===== config.mk =====
export PLATFORM = sky130hd
export DESIGN_NAME = pool2d_stream
export DESIGN_NICKNAME = d
export VERILOG_FILES = /design/src/rtl/pool2d_stream.sv
export SDC_FILE = /design/constraint.sdc
export NUM_CORES = 1
export LEC_CHECK = 0
export CORE_ASPECT_RATIO = 1.25
export CORE_MARGIN = 2
export CORE_UTILIZATION = 52
export DETAILED_ROUTE_END_ITERATION = 7
export GPL_TIMING_DRIVEN = 0
export PLACE_DENSITY = 0.69
export SYNTH_ARGS = -nofsm -noshare
export SYNTH_HDL_FRONTEND = slang
export SYNTH_SLANG_ARGS = --single-unit

===== constraint.sdc =====
create_clock -name clk -period 11.5 [get_ports clk]
set_clock_uncertainty 0.15 [all_clocks]
set_input_delay 1.725 -clock clk [delete_from_list [all_inputs] [get_ports clk]]
set_output_delay 1.725 -clock clk [all_outputs]
set_load 0.02 [all_outputs]

===== src/rtl/pool2d_stream.sv =====
// pool2d_stream: streaming 2-D pooling over POOL x POOL non-overlapping windows.
//
// Takes one raster-ordered pixel per valid_in cycle, with CH lanes side by side,
// and emits one pooled value per lane for each complete window. A run-time mode
// selects max pooling or floor-average pooling. The mode is latched on the first
// pixel of each frame.
//
// Ports:
//   clk        rising-edge clock
//   rst        asynchronous active-high reset
//   mode_avg   0 = max, 1 = average; sampled on pixel (0,0)
//   valid_in   pixel_in valid this cycle
//   pixel_in   CH lanes, lane k at [k*DATA_W +: DATA_W]
//   pool_out   pooled result per lane; holds between windows
//   valid_out  one-cycle pulse, one cycle after a window's bottom-right pixel
//   out_col    output column of pool_out
//   out_row    output row of pool_out
//   frame_done one-cycle pulse, one cycle after pixel (IMG_W-1, IMG_H-1)
module pool2d_stream #(
    parameter int unsigned DATA_W = 8,
    parameter int unsigned IMG_W  = 28,
    parameter int unsigned IMG_H  = 28,
    parameter int unsigned POOL   = 2,   // 2 or 4
    parameter int unsigned CH     = 1,
    localparam int unsigned OUT_W = IMG_W / POOL,
    localparam int unsigned OUT_H = IMG_H / POOL,
    localparam int unsigned OC_W  = (OUT_W > 1) ? $clog2(OUT_W) : 1,
    localparam int unsigned OR_W  = (OUT_H > 1) ? $clog2(OUT_H) : 1
) (
    input  logic                 clk,
    input  logic                 rst,
    input  logic                 mode_avg,
    input  logic                 valid_in,
    input  logic [CH*DATA_W-1:0] pixel_in,
    output logic [CH*DATA_W-1:0] pool_out,
    output logic                 valid_out,
    output logic [OC_W-1:0]      out_col,
    output logic [OR_W-1:0]      out_row,
    output logic                 frame_done
);

    localparam int unsigned CW    = (IMG_W > 1) ? $clog2(IMG_W) : 1;
    localparam int unsigned RW    = (IMG_H > 1) ? $clog2(IMG_H) : 1;
    localparam int unsigned LOG2P = $clog2(POOL);
    localparam int unsigned SH    = 2 * LOG2P;
    // Wide enough to hold the sum of POOL*POOL pixels in average mode.
    localparam int unsigned ACC_W = DATA_W + SH;
    localparam logic [LOG2P-1:0] PH_LAST = LOG2P'(POOL - 1);

    typedef logic [ACC_W-1:0] acc_t;

    function automatic acc_t combine(input logic avg, input acc_t a, input acc_t b);
        if (avg) begin
            return a + b;
        end
        return (a > b) ? a : b;
    endfunction

    logic [CW-1:0]              col_q, col_d;
    logic [RW-1:0]              row_q, row_d;
    logic                       mode_q, mode_d;
    logic [CH-1:0][ACC_W-1:0]   hacc_q, hacc_d;
    logic [CH-1:0][DATA_W-1:0]  pool_q, pool_d;
    logic                       vout_q, vout_d;
    logic [OC_W-1:0]            ocol_q, ocol_d;
    logic [OR_W-1:0]            orow_q, orow_d;
    logic                       fdone_q, fdone_d;

    // One partial window result per output column; no reset needed because the
    // first row of every window overwrites its entry.
    logic [CH-1:0][ACC_W-1:0]   lbuf_q [OUT_W];
    logic [CH-1:0][ACC_W-1:0]   lbuf_wdata;
    logic                       lbuf_we;

    logic [LOG2P-1:0] hph, vph;
    logic [OC_W-1:0]  gidx;
    logic [OR_W-1:0]  vidx;
    logic             first_pix, last_pix, mode_eff, in_area, grp_end, win_end;
    acc_t             pix, grp, tot;

    always_comb begin
        col_d      = col_q;
        row_d      = row_q;
        mode_d     = mode_q;
        hacc_d     = hacc_q;
        pool_d     = pool_q;
        vout_d     = 1'b0;
        ocol_d     = ocol_q;
        orow_d     = orow_q;
        fdone_d    = 1'b0;
        lbuf_we    = 1'b0;
        lbuf_wdata = '0;
        pix        = '0;
        grp        = '0;
        tot        = '0;

        hph       = col_q[LOG2P-1:0];
        vph       = row_q[LOG2P-1:0];
        gidx      = OC_W'(col_q >> LOG2P);
        vidx      = OR_W'(row_q >> LOG2P);
        first_pix = (col_q == '0) && (row_q == '0);
        last_pix  = (col_q == CW'(IMG_W - 1)) && (row_q == RW'(IMG_H - 1));
        // The frame's first pixel must already use the mode being latched.
        mode_eff  = first_pix ? mode_avg : mode_q;
        in_area   = (32'(col_q) < OUT_W * POOL) && (32'(row_q) < OUT_H * POOL);
        grp_end   = (hph == PH_LAST);
        win_end   = grp_end && (vph == PH_LAST);

        if (valid_in) begin
            if (col_q == CW'(IMG_W - 1)) begin
                col_d = '0;
                row_d = (row_q == RW'(IMG_H - 1)) ? '0 : row_q + RW'(1);
            end else begin
                col_d = col_q + CW'(1);
            end

            if (first_pix) begin
                mode_d = mode_avg;
            end
            fdone_d = last_pix;

            // Remainder columns/rows are consumed without touching any state.
            if (in_area) begin
                for (int k = 0; k < CH; k++) begin
                    pix       = acc_t'(pixel_in[k*DATA_W +: DATA_W]);
                    grp       = (hph == '0) ? pix : combine(mode_eff, hacc_q[k], pix);
                    hacc_d[k] = grp;
                    tot       = (vph == '0) ? grp : combine(mode_eff, lbuf_q[gidx][k], grp);
                    lbuf_wdata[k] = tot;
                    if (win_end) begin
                        pool_d[k] = mode_eff ? DATA_W'(tot >> SH) : DATA_W'(tot);
                    end
                end
                lbuf_we = grp_end && !win_end;
                if (win_end) begin
                    vout_d = 1'b1;
                    ocol_d = gidx;
                    orow_d = vidx;
                end
            end
        end
    end

    always_ff @(posedge clk or posedge rst) begin
        if (rst) begin
            col_q   <= '0;
            row_q   <= '0;
            mode_q  <= 1'b0;
            hacc_q  <= '0;
            pool_q  <= '0;
            vout_q  <= 1'b0;
            ocol_q  <= '0;
            orow_q  <= '0;
            fdone_q <= 1'b0;
        end else begin
            col_q   <= col_d;
            row_q   <= row_d;
            mode_q  <= mode_d;
            hacc_q  <= hacc_d;
            pool_q  <= pool_d;
            vout_q  <= vout_d;
            ocol_q  <= ocol_d;
            orow_q  <= orow_d;
            fdone_q <= fdone_d;
        end
    end

    always_ff @(posedge clk) begin
        if (lbuf_we) begin
            lbuf_q[gidx] <= lbuf_wdata;
        end
    end

    assign pool_out   = pool_q;
    assign valid_out  = vout_q;
    assign out_col    = ocol_q;
    assign out_row    = orow_q;
    assign frame_done = fdone_q;

endmodule

==> impl_metrics.tcl <==
set metrics [dict create \
    grt_setup_unrepaired "no" \
    drc 0 \
    wl_per_cell_um 22.63 \
    portBuffers 29 \
    ys.flop_type "edfxtp_1" \
    start_kind "input port" \
    worst-path-stages 17 \
    fp-row-count 53 \
    min_period_ns 7.195 \
    ys_seq_elements 179 \
    cts_resized 0 \
    peakVddDrop_mv 0.1584 \
    vias_per_cell 6.160 \
    final_area_mm2 0.01021 \
    grtUsageTotal_pct 25.54 \
    die_y_um 151.3 \
    syn2layout_area_growth_pct 13.17 \
    fp.dieW_um 121.8 \
    maxCapViolCount 0 \
    placed_area_mm2 0.009604 \
    place.gp.congestion 0.8770 \
    gr-total-overflow 0 \
    relSlewSlack_pct 13.14 \
    cpLargestDelayFamily "compound AO/OA/AOI/OAI gates" \
    syn-num-nets 748 \
    ys_seq_area_share_pct 57.40 \
    r2r_end "lbuf_q[6][6]" \
    num_vias 6024 \
    drtPass1Iterations 6 \
    synthCells 695 \
    leakage_nw 3.830 \
    ff2ff_path_depth 17 \
    cp_slowest_cell "a21oi_1" \
    cts_hold_buf 0 \
    setup_viol 0 \
    slowest_delay_ns 0.99 \
    dr.first_iter.drc_count 478 \
    cp.arrival_ns 7.10 \
    drive_above_1_share_pct 13.85 \
    slew_violations 0 \
    grt_pass1_vias 6190 \
    fin_cells 978 \
    core_mm2 0.01691 \
    cts-htree-levels 4 \
    cts_buffers 17 \
    hp-start "out_col[3]" \
    powerDensity_mw_per_mm2 300.8 \
    outcome "finished, final reports clean" \
    criticalPathCategory "in2reg" \
    netlist.area_leader.share_pct 46.59 \
    setup_tns_ns 0 \
    dieArea_mm2 0.01843 \
    finalPower_mw 3.072 \
    grt_first_pass_wirelength_um 34270 \
    postRouteWirelength_um 22140 \
    worstPathMaxFanout 14 \
    yosys_warnings 0 \
    max_freq_ghz 0.1390 \
    hp-class "reg2reg" \
    nNetsFinal 798 \
    async_flop_share_pct 21.79 \
    clkTransAtPathRegs_ns 0.07 \
    fin_crit_sh_pct 62.57 \
    cts_sinks 179 \
    pin_count 30 \
    r2r_setup_slack_ns 4.83 \
    cp_cell_sequence "clkdlybuf4s50_1, inv_1, ha_1, nand4_1, o21bai_1, a32oi_1, buf_4, nor3_1, a311oi_2, ha_1, clkbuf_1, nand4_1, o32ai_1, a21oi_1, o21ai_2, o21ai_0, a21oi_1" \
    synth_top_cell_by_area "edfxtp_1" \
    yosys.cell_types.count 67 \
    ant_nets 0 \
    synthTopCellsByArea "edfxtp_1 (47%), dfrtp_1 (11%), mux4_2 (8.0%), ha_1 (5.4%), nand2_1 (2.3%)" \
    antenna_found_initial 0 \
    grt_max_degree 40 \
    post_cts_buffers 0 \
    synth_area_mm2 0.009024 \
    hold_viol_final 0 \
    cts_root_buf "clkbuf_16" \
    synthTopCellsByCount "edfxtp_1 (140), nand2_1 (56), nor2_1 (56), dfrtp_1 (39), ha_1 (39)" \
    diodes 0 \
    yosysMostFrequentCell "edfxtp_1" \
    hold_depth 2 \
    insertion_delay_ns 0.43 \
    r2r-start "col_q[1]" \
    clock_path_buffers 2 \
    initial_core_util_pct 53.36 \
    max_slew.worst_pin.slew_ns 1.298 \
    synth_edf_count 140 \
    post-dp-hpwl_um 16170 \
    cp_num_buf_inv 4 \
    end_kind "register" \
    cp.required_ns 11.40 \
    placed_cells 946 \
    postSynthAreaPerCell_um2 12.98 \
    cts_tree "yes" \
    holdPathEnd "out_col[3]" \
]
## cell usage in the layout (no fill, tap or decap), drive strengths merged, types with 5 or more instances in the layout
| master | count |
|---|---|
| a21o | 8 |
| o21bai | 8 |
| mux4 | 32 |
| clkbuf | 41 |
| edfxtp | 140 |
| xor2 | 5 |
| xnor2 | 5 |
| nor2 | 56 |
| a211oi | 10 |
| nand2b | 9 |
| o21ai | 36 |
| nor2b | 9 |
| clkinv | 6 |
| ha | 39 |
| o22ai | 11 |
| nand2 | 57 |
| nor3 | 16 |
| nand3 | 20 |
| a22oi | 5 |
| mux2i | 13 |
| buf | 14 |
| clkdlybuf4s50 | 29 |
| mux2 | 6 |
| nand4 | 8 |
| a21oi | 25 |
| inv | 40 |
| dfrtp | 39 |
| o21a | 9 |
## worst max path at each step
| stage | startpoint | endpoint | slack (ns) |
|---|---|---|---|
| global placement | pixel_in[4] | lbuf_q[4][1] | 3.47 |
| detailed placement | pixel_in[4] | lbuf_q[2][8] | 3.58 |
| CTS | pixel_in[4] | lbuf_q[0][8] | 3.96 |
| finish | pixel_in[3] | lbuf_q[6][6] | 4.30 |
| floorplan | pixel_in[3] | lbuf_q[0][4] | 5.54 |
| global route | pixel_in[4] | lbuf_q[6][6] | 4.01 |
## sequential cells by signal (all words and copies together) (netlist names)
register	count
out_row	4
frame_done	1
row_q	5
col_q	5
valid_out	1
pool_out	8
lbuf_q	140
mode_q	1
hacc_q	10
out_col	4
## metrics by stage
stage | hold WS (ns) | util (%) | setup slack, ns
3_5_place_dp | 0.3229 | 56.80 | 3.576
2_1_floorplan | 0.3358 | - | 5.540
5_1_grt | 0.3743 | 60.39 | 4.009
3_3_place_gp | 0.3178 | 56.71 | 3.467
4_1_cts | 0.3399 | 60.36 | 3.959
6_report | 0.3312 | 60.39 | 4.305
## logic make-up after synthesis
logic type	share of synthesized area [%]
compound gates	11.18
simple gates	10.44
xor+xnor	0.9706
mux	10.22
flops	57.40
fa+ha+maj	5.851
buf+inv	3.938
## layer usage
layer | wire length [µm] | GRT usage, %
met4 | 1003 | 13.45
met2 | 11740 | 45.64
met3 | 955 | 4.217
met5 | 0 | 0
met1 | 8439 | 29.32
## where the power goes
part           leakage (nW)  internal, mW  switching (mW)
Sequential             1.79         0.848          0.0525
Clock                 0.291         0.327           0.256
Combinational          1.75         0.613           0.974
## worst min-delay path, stage by stage (launching register included)
cell	delay, ns
dfrtp_1	0.35
nand2_1	0.05
nand2_1	0.05
## cell type report
cell class | count | area (µm²)
fillers | 1355 | 6698
flip-flops and latches | 179 | 5180
multi-input cells | 446 | 3500
clock buffers | 18 | 429.2
repair buffers | 31 | 300.3
well taps | 220 | 275.3
plain buffers | 35 | 224.0
clock inverters | 14 | 172.7
inverters | 35 | 131.4
No activity file was read; power rests on OpenSTA's default activity.
